`src/rtl/ttt_pkg.sv`:
```
// Shared definitions for the tic-tac-toe controller, display and status logic.
package ttt_pkg;

  // Cell contents as stored in the board vector
  localparam logic [1:0] CELL_EMPTY = 2'd0;
  localparam logic [1:0] CELL_P1    = 2'd1;
  localparam logic [1:0] CELL_P2    = 2'd2;

  // Controller state encodings
  localparam logic [1:0] ST_PLAY  = 2'd0;
  localparam logic [1:0] ST_CHECK = 2'd1;
  localparam logic [1:0] ST_WIN   = 2'd2;
  localparam logic [1:0] ST_DRAW  = 2'd3;

  localparam int N_LINES = 8;

  // Cell triples of every line; entry order matches the win_lines bit order
  localparam logic [3:0] LINE_TBL [N_LINES][3] = '{
    '{4'd0, 4'd1, 4'd2},   // row 0
    '{4'd3, 4'd4, 4'd5},   // row 1
    '{4'd6, 4'd7, 4'd8},   // row 2
    '{4'd0, 4'd3, 4'd6},   // col 0
    '{4'd1, 4'd4, 4'd7},   // col 1
    '{4'd2, 4'd5, 4'd8},   // col 2
    '{4'd0, 4'd4, 4'd8},   // diag 0-4-8
    '{4'd2, 4'd4, 4'd6}    // diag 2-4-6
  };

  // Contents of cell k (0..8) of an 18-bit board vector
  function automatic logic [1:0] cell_of(input logic [17:0] b, input logic [3:0] k);
    return b[{k, 1'b0} +: 2];
  endfunction

  // The other player (1 <-> 2)
  function automatic logic [1:0] other_player(input logic [1:0] p);
    return (p == CELL_P1) ? CELL_P2 : CELL_P1;
  endfunction

endpackage

```
`src/rtl/ttt_line_check.sv`:
```
// Combinational line detector: flags every line fully owned by one player.
module ttt_line_check
  import ttt_pkg::*;
(
  input  logic [17:0] board,
  input  logic [1:0]  player,
  output logic [7:0]  lines
);

  // Each bit set when all three cells of that line hold the player's mark
  always_comb begin
    lines = '0;
    for (int i = 0; i < N_LINES; i++) begin
      lines[i] = (cell_of(board, LINE_TBL[i][0]) == player) &&
                 (cell_of(board, LINE_TBL[i][1]) == player) &&
                 (cell_of(board, LINE_TBL[i][2]) == player);
    end
  end

endmodule

```
`src/rtl/ttt_game_ctrl.sv`:
```
// Tic-tac-toe game controller: accepts keypad moves, maintains the board,
// and detects win/draw for the display driver and status indicators.
//
// state | meaning
// PLAY  | waiting for a legal cell press from the player in turn
// CHECK | one cycle evaluating the just-placed mark for win/draw
// WIN   | a player completed a line; play frozen until new_game
// DRAW  | board full with no line; play frozen until new_game
module ttt_game_ctrl
  import ttt_pkg::*;
#(
  parameter logic [1:0] FIRST_PLAYER = 2'd1,
  parameter bit         ALT_START    = 1'b1
) (
  input  logic        clk,
  input  logic        rst,
  input  logic        key_valid,
  input  logic [3:0]  key_code,
  input  logic        new_game,
  output logic [17:0] board,
  output logic [1:0]  turn,
  output logic [3:0]  move_cnt,
  output logic        game_over,
  output logic [1:0]  winner,
  output logic [7:0]  win_lines,
  output logic        err
);

  logic [1:0]  state_q,     state_d;
  logic [17:0] board_q,     board_d;
  logic [1:0]  turn_q,      turn_d;
  logic [3:0]  move_cnt_q,  move_cnt_d;
  logic        game_over_q, game_over_d;
  logic [1:0]  winner_q,    winner_d;
  logic [7:0]  win_lines_q, win_lines_d;
  logic        err_q,       err_d;
  logic [1:0]  start_q,     start_d;
  logic        key_q;
  logic        new_game_q;

  logic        press;
  logic        key_is_cell;
  logic [3:0]  cell_idx;
  logic [7:0]  lines_done;

  ttt_line_check u_line_check (
    .board  (board_q),
    .player (turn_q),
    .lines  (lines_done)
  );

  assign press       = key_valid & ~key_q;
  assign key_is_cell = (key_code != 4'd0) && (key_code <= 4'd9);
  assign cell_idx    = key_code - 4'd1;

  // Next-state logic: new_game overrides everything, otherwise run the FSM
  always_comb begin
    state_d     = state_q;
    board_d     = board_q;
    turn_d      = turn_q;
    move_cnt_d  = move_cnt_q;
    game_over_d = game_over_q;
    winner_d    = winner_q;
    win_lines_d = win_lines_q;
    err_d       = 1'b0;
    start_d     = start_q;

    // Starting player only flips on the new_game rising edge, so a held
    // request keeps the board cleared without toggling repeatedly
    if (ALT_START && new_game && !new_game_q) begin
      start_d = other_player(start_q);
    end

    if (new_game) begin
      state_d     = ST_PLAY;
      board_d     = '0;
      turn_d      = start_d;
      move_cnt_d  = 4'd0;
      game_over_d = 1'b0;
      winner_d    = CELL_EMPTY;
      win_lines_d = '0;
    end else begin
      case (state_q)
        ST_PLAY: begin
          if (press && key_is_cell) begin
            if (cell_of(board_q, cell_idx) == CELL_EMPTY) begin
              board_d[{cell_idx, 1'b0} +: 2] = turn_q;
              move_cnt_d = move_cnt_q + 4'd1;
              state_d    = ST_CHECK;
            end else begin
              err_d = 1'b1;
            end
          end
        end
        ST_CHECK: begin
          // Win is tested before the full-board draw so a 9th-move win counts
          if (|lines_done) begin
            state_d     = ST_WIN;
            winner_d    = turn_q;
            win_lines_d = lines_done;
            game_over_d = 1'b1;
          end else if (move_cnt_q == 4'd9) begin
            state_d     = ST_DRAW;
            winner_d    = CELL_EMPTY;
            game_over_d = 1'b1;
          end else begin
            turn_d  = other_player(turn_q);
            state_d = ST_PLAY;
          end
        end
        default: begin
        end
      endcase
    end
  end

  // State and output registers; key and new_game history sampled every cycle
  always_ff @(posedge clk or posedge rst) begin
    if (rst) begin
      state_q     <= ST_PLAY;
      board_q     <= '0;
      turn_q      <= FIRST_PLAYER;
      move_cnt_q  <= 4'd0;
      game_over_q <= 1'b0;
      winner_q    <= CELL_EMPTY;
      win_lines_q <= '0;
      err_q       <= 1'b0;
      start_q     <= FIRST_PLAYER;
      key_q       <= 1'b0;
      new_game_q  <= 1'b0;
    end else begin
      state_q     <= state_d;
      board_q     <= board_d;
      turn_q      <= turn_d;
      move_cnt_q  <= move_cnt_d;
      game_over_q <= game_over_d;
      winner_q    <= winner_d;
      win_lines_q <= win_lines_d;
      err_q       <= err_d;
      start_q     <= start_d;
      key_q       <= key_valid;
      new_game_q  <= new_game;
    end
  end

  assign board     = board_q;
  assign turn      = turn_q;
  assign move_cnt  = move_cnt_q;
  assign game_over = game_over_q;
  assign winner    = winner_q;
  assign win_lines = win_lines_q;
  assign err       = err_q;

endmodule
```
`config.mk`:
```
export PLATFORM = sky130hd
export DESIGN_NAME = ttt_game_ctrl
export DESIGN_NICKNAME = d
export VERILOG_FILES = /design/src/rtl/ttt_pkg.sv /design/src/rtl/ttt_line_check.sv /design/src/rtl/ttt_game_ctrl.sv
export SDC_FILE = /design/constraint.sdc
export NUM_CORES = 1
export LEC_CHECK = 0
export BUFFER_PORTS_ARGS = -buffer_cell sky130_fd_sc_hd__buf_2
export CAP_MARGIN = 20
export CORE_MARGIN = 5
export CORE_UTILIZATION = 32
export DETAILED_ROUTE_END_ITERATION = 6
export HOLD_SLACK_MARGIN = 0.02
export SLEW_MARGIN = 25
export SYNTH_ARGS = -nofsm -noshare
export SYNTH_HDL_FRONTEND = slang
export SYNTH_HIERARCHICAL = 1
export SYNTH_SLANG_ARGS = --single-unit
```
`constraint.sdc`:
```
create_clock -name clk -period 2.7 [get_ports clk]
set_input_delay 0.405 -clock clk [delete_from_list [all_inputs] [get_ports clk]]
set_output_delay 0.405 -clock clk [all_outputs]
set_load 0.02 [all_outputs]
```
==> run metrics <==
Layout area overhead 20.4%; Clock Latency Late Sink 0.30 ns; Nets 369; Mapped Nets 304; Setup crit start kind primary input; Max-Cap Viols 0; Worst-path clk slew 0.08 ns; YS warnings 6; Slew headroom 57.2%; Syn Area/Cell 9.53 µm²; worst hold path type in -> reg; VDD IR max 0.278 mV; clock tree buffer depth 2; CTS Root Cell clkbuf_8; status finished, final reports clean; vias in the first global route 2275; Iteration-0 DRC Markers 116; Post-Place Cells 451; count of final hold-check violations 0; fillers 846; Worst Path Arrival 2.61 ns; Tcrit/Tclk final 89.0%; die area 10500 µm²; CTS resizes 0; synthesized instance count 288; Site Rows 33; Routed wire per std cell 15.3 µm; clk_skew 0.0116 ns; postcts setup bufs 0; Ports 44; Core Footprint 8300 µm²; Lkg Pwr 1.57 nW; P per Cell Area 595 nW/µm²; RSZ-0062 raised after global routing no; fin cells 459; Vias 2329; largest net degree at the start of global routing 43; hold buffers post-CTS 0; Seq cells post-synth 42; Vias/cell 5.07; Post-synth EDFFs 0; routability cong. 0.845; Cell variety after synth 58; layout cell share with drive strength beyond 1 29.1%; Final Max Tran Viols 0; Synth async-reset ratio 100%; PortBufs 43; Worst Path Required 2.91 ns; Pre-antenna DRT Iters 4; final wirelength 7000 µm; antenna-violating nets left 0; grt ovf 0; DP HPWL 5510 µm; die height 103 µm; worst-path fanout max 7; Initial Utilization 33.1%; total track usage 14.1%; Worst-Margin Slew 0.643 ns; r2r setup slk 0.35 ns; number of CTS-inserted buffers 5; post-synthesis sequential area ratio 38.4%; die width 103 µm; Worst Setup End Kind register; clock sinks 42; global-route wire length before repair 11600 µm; critical path type in -> reg; top_reg_cell synth dfrtp_1; residual DRC count 0; highest clock rate 416 MHz; antenna cells 0; Final WS setup 0.298 ns; CTS tree done; setup violators final 0; mapped cell area 2750 µm²; pre-CTS setup slack -0.00257 ns; min Tclk post-route 2.40 ns; H-tree Lvls 2; initial antenna violation count 0; total power 1.97 mW
final timing paths:
check / start / endpoint / depth (start not counted)
setup reg to reg: turn[0] / win_lines[3] / 9
hold reg to reg: game_over / game_over / 2
setup / recovery: key_code[1] / board[14] / 11
max in group asynchronous: rst / board[10] / 3
hold / removal: key_valid / key_q / 1
min in group asynchronous: rst / win_lines[1] / 3
power breakdown:
| part | switching, mW | internal [mW] |
|---|---|---|
| combinational | 0.476 | 0.336 |
| clock | 0.228 | 0.182 |
| sequential | 0.0605 | 0.686 |
| total | 0.765 | 1.20 |
sequential cells by signal (all words and copies together), names as in the netlist:
| name | count |
|---|---|
| board | 18 |
| err | 1 |
| game_over | 1 |
| key_q | 1 |
| move_cnt | 4 |
| new_game_q | 1 |
| start_q | 2 |
| state_q | 2 |
| turn | 2 |
| win_lines | 8 |
| winner | 2 |
cells in the final DEF, fill, tap and decap left out, types with 6 or more instances in the layout:
cell type  count
o21ai_0        7
buf_4         31
nand2_1       24
xnor2_1       13
a21oi_1       13
dfrtp_1       40
nand2b_1      15
nor3_1        12
inv_1         10
nor4_1         6
nor2_1        26
nand4_1        8
nand3_1        7
buf_2         43
xor2_1         6
mux2i_1       13
ha_1           8
layer usage:
metal	vias to the layer above	track usage [%]	share of wire, %	wire [µm]
met3	8	2.77	6.2	433
met1	1112	19.7	48	3330
li1	1151	-	-	-
met5	-	0	0	0
met2	58	21.4	45	3130
met4	0	5.55	1.6	114
cell type report:
class | instances | area, µm² | area share (%)
timing repair buffer | 74 | 448 | 13.6
clock inverter | 3 | 21.3 | 0.643
sequential | 42 | 1050 | 31.9
tap | 105 | 131 | 3.97
clock buffer | 5 | 68.8 | 2.08
multi-input combinational | 220 | 1550 | 46.7
inverter | 10 | 37.5 | 1.14
worst max-delay path, cell delays in order:
cell	delay (ns)
buf_2	0.09
inv_1	0.07
ha_1	0.36
buf_4	0.17
nor3_1	0.05
a2111oi_1	0.56
o41ai_2	0.16
buf_4	0.17
and2_1	0.18
nand4_1	0.17
mux2i_1	0.22
cell usage after synthesis (2+ instances only):
library cell / count / area (µm²)
inv_1: 10 / 37.5
xor2_1: 6 / 52.6
nand4_1: 8 / 50.1
nor2b_1: 3 / 18.8
a211oi_2: 2 / 25.0
nor3_1: 12 / 60.1
ha_1: 8 / 100
mux2i_1: 13 / 130
a31oi_1: 4 / 25.0
nand2b_1: 15 / 93.8
nor4_1: 6 / 37.5
a2111oi_1: 4 / 40.0
clkbuf_1: 8 / 30.0
dfstp_2: 2 / 52.6
a21oi_1: 13 / 65.1
xnor2_2: 2 / 32.5
nor3b_1: 3 / 22.5
o21ai_0: 7 / 35.0
and2_1: 3 / 18.8
buf_6: 6 / 67.6
and3_1: 3 / 18.8
nor2_1: 26 / 97.6
dfrtp_1: 40 / 1000
nand3_2: 2 / 20.0
xnor2_1: 13 / 114
a22oi_1: 5 / 37.5
or3_1: 4 / 25.0
nand2_1: 24 / 90.1
nand3_1: 7 / 35.0
through the flow:
| stage | hold WS (ns) | setup TNS, ns | util [%] | area [µm²] |
|---|---|---|---|---|
| after global placement | 0.485 | 0 | 38.7 | 3220 |
| after floorplan | 0.436 | 0 | - | 2750 |
| final | 0.222 | 0 | 39.8 | 3310 |
| after global routing | 0.208 | 0 | 39.8 | 3310 |
| after detailed placement | 0.486 | -0.00257 | 38.7 | 3220 |
| after CTS | 0.213 | 0 | 39.8 | 3310 |
cell families after synthesis:
logic type | share of synthesized area [%]
flops | 38.4
xor+xnor | 7.84
fa+ha+maj | 3.65
simple gates | 25.4
buf+inv | 5.33
compound gates | 14.2
mux | 5.15
No activity file was read; power rests on OpenSTA's default activity.
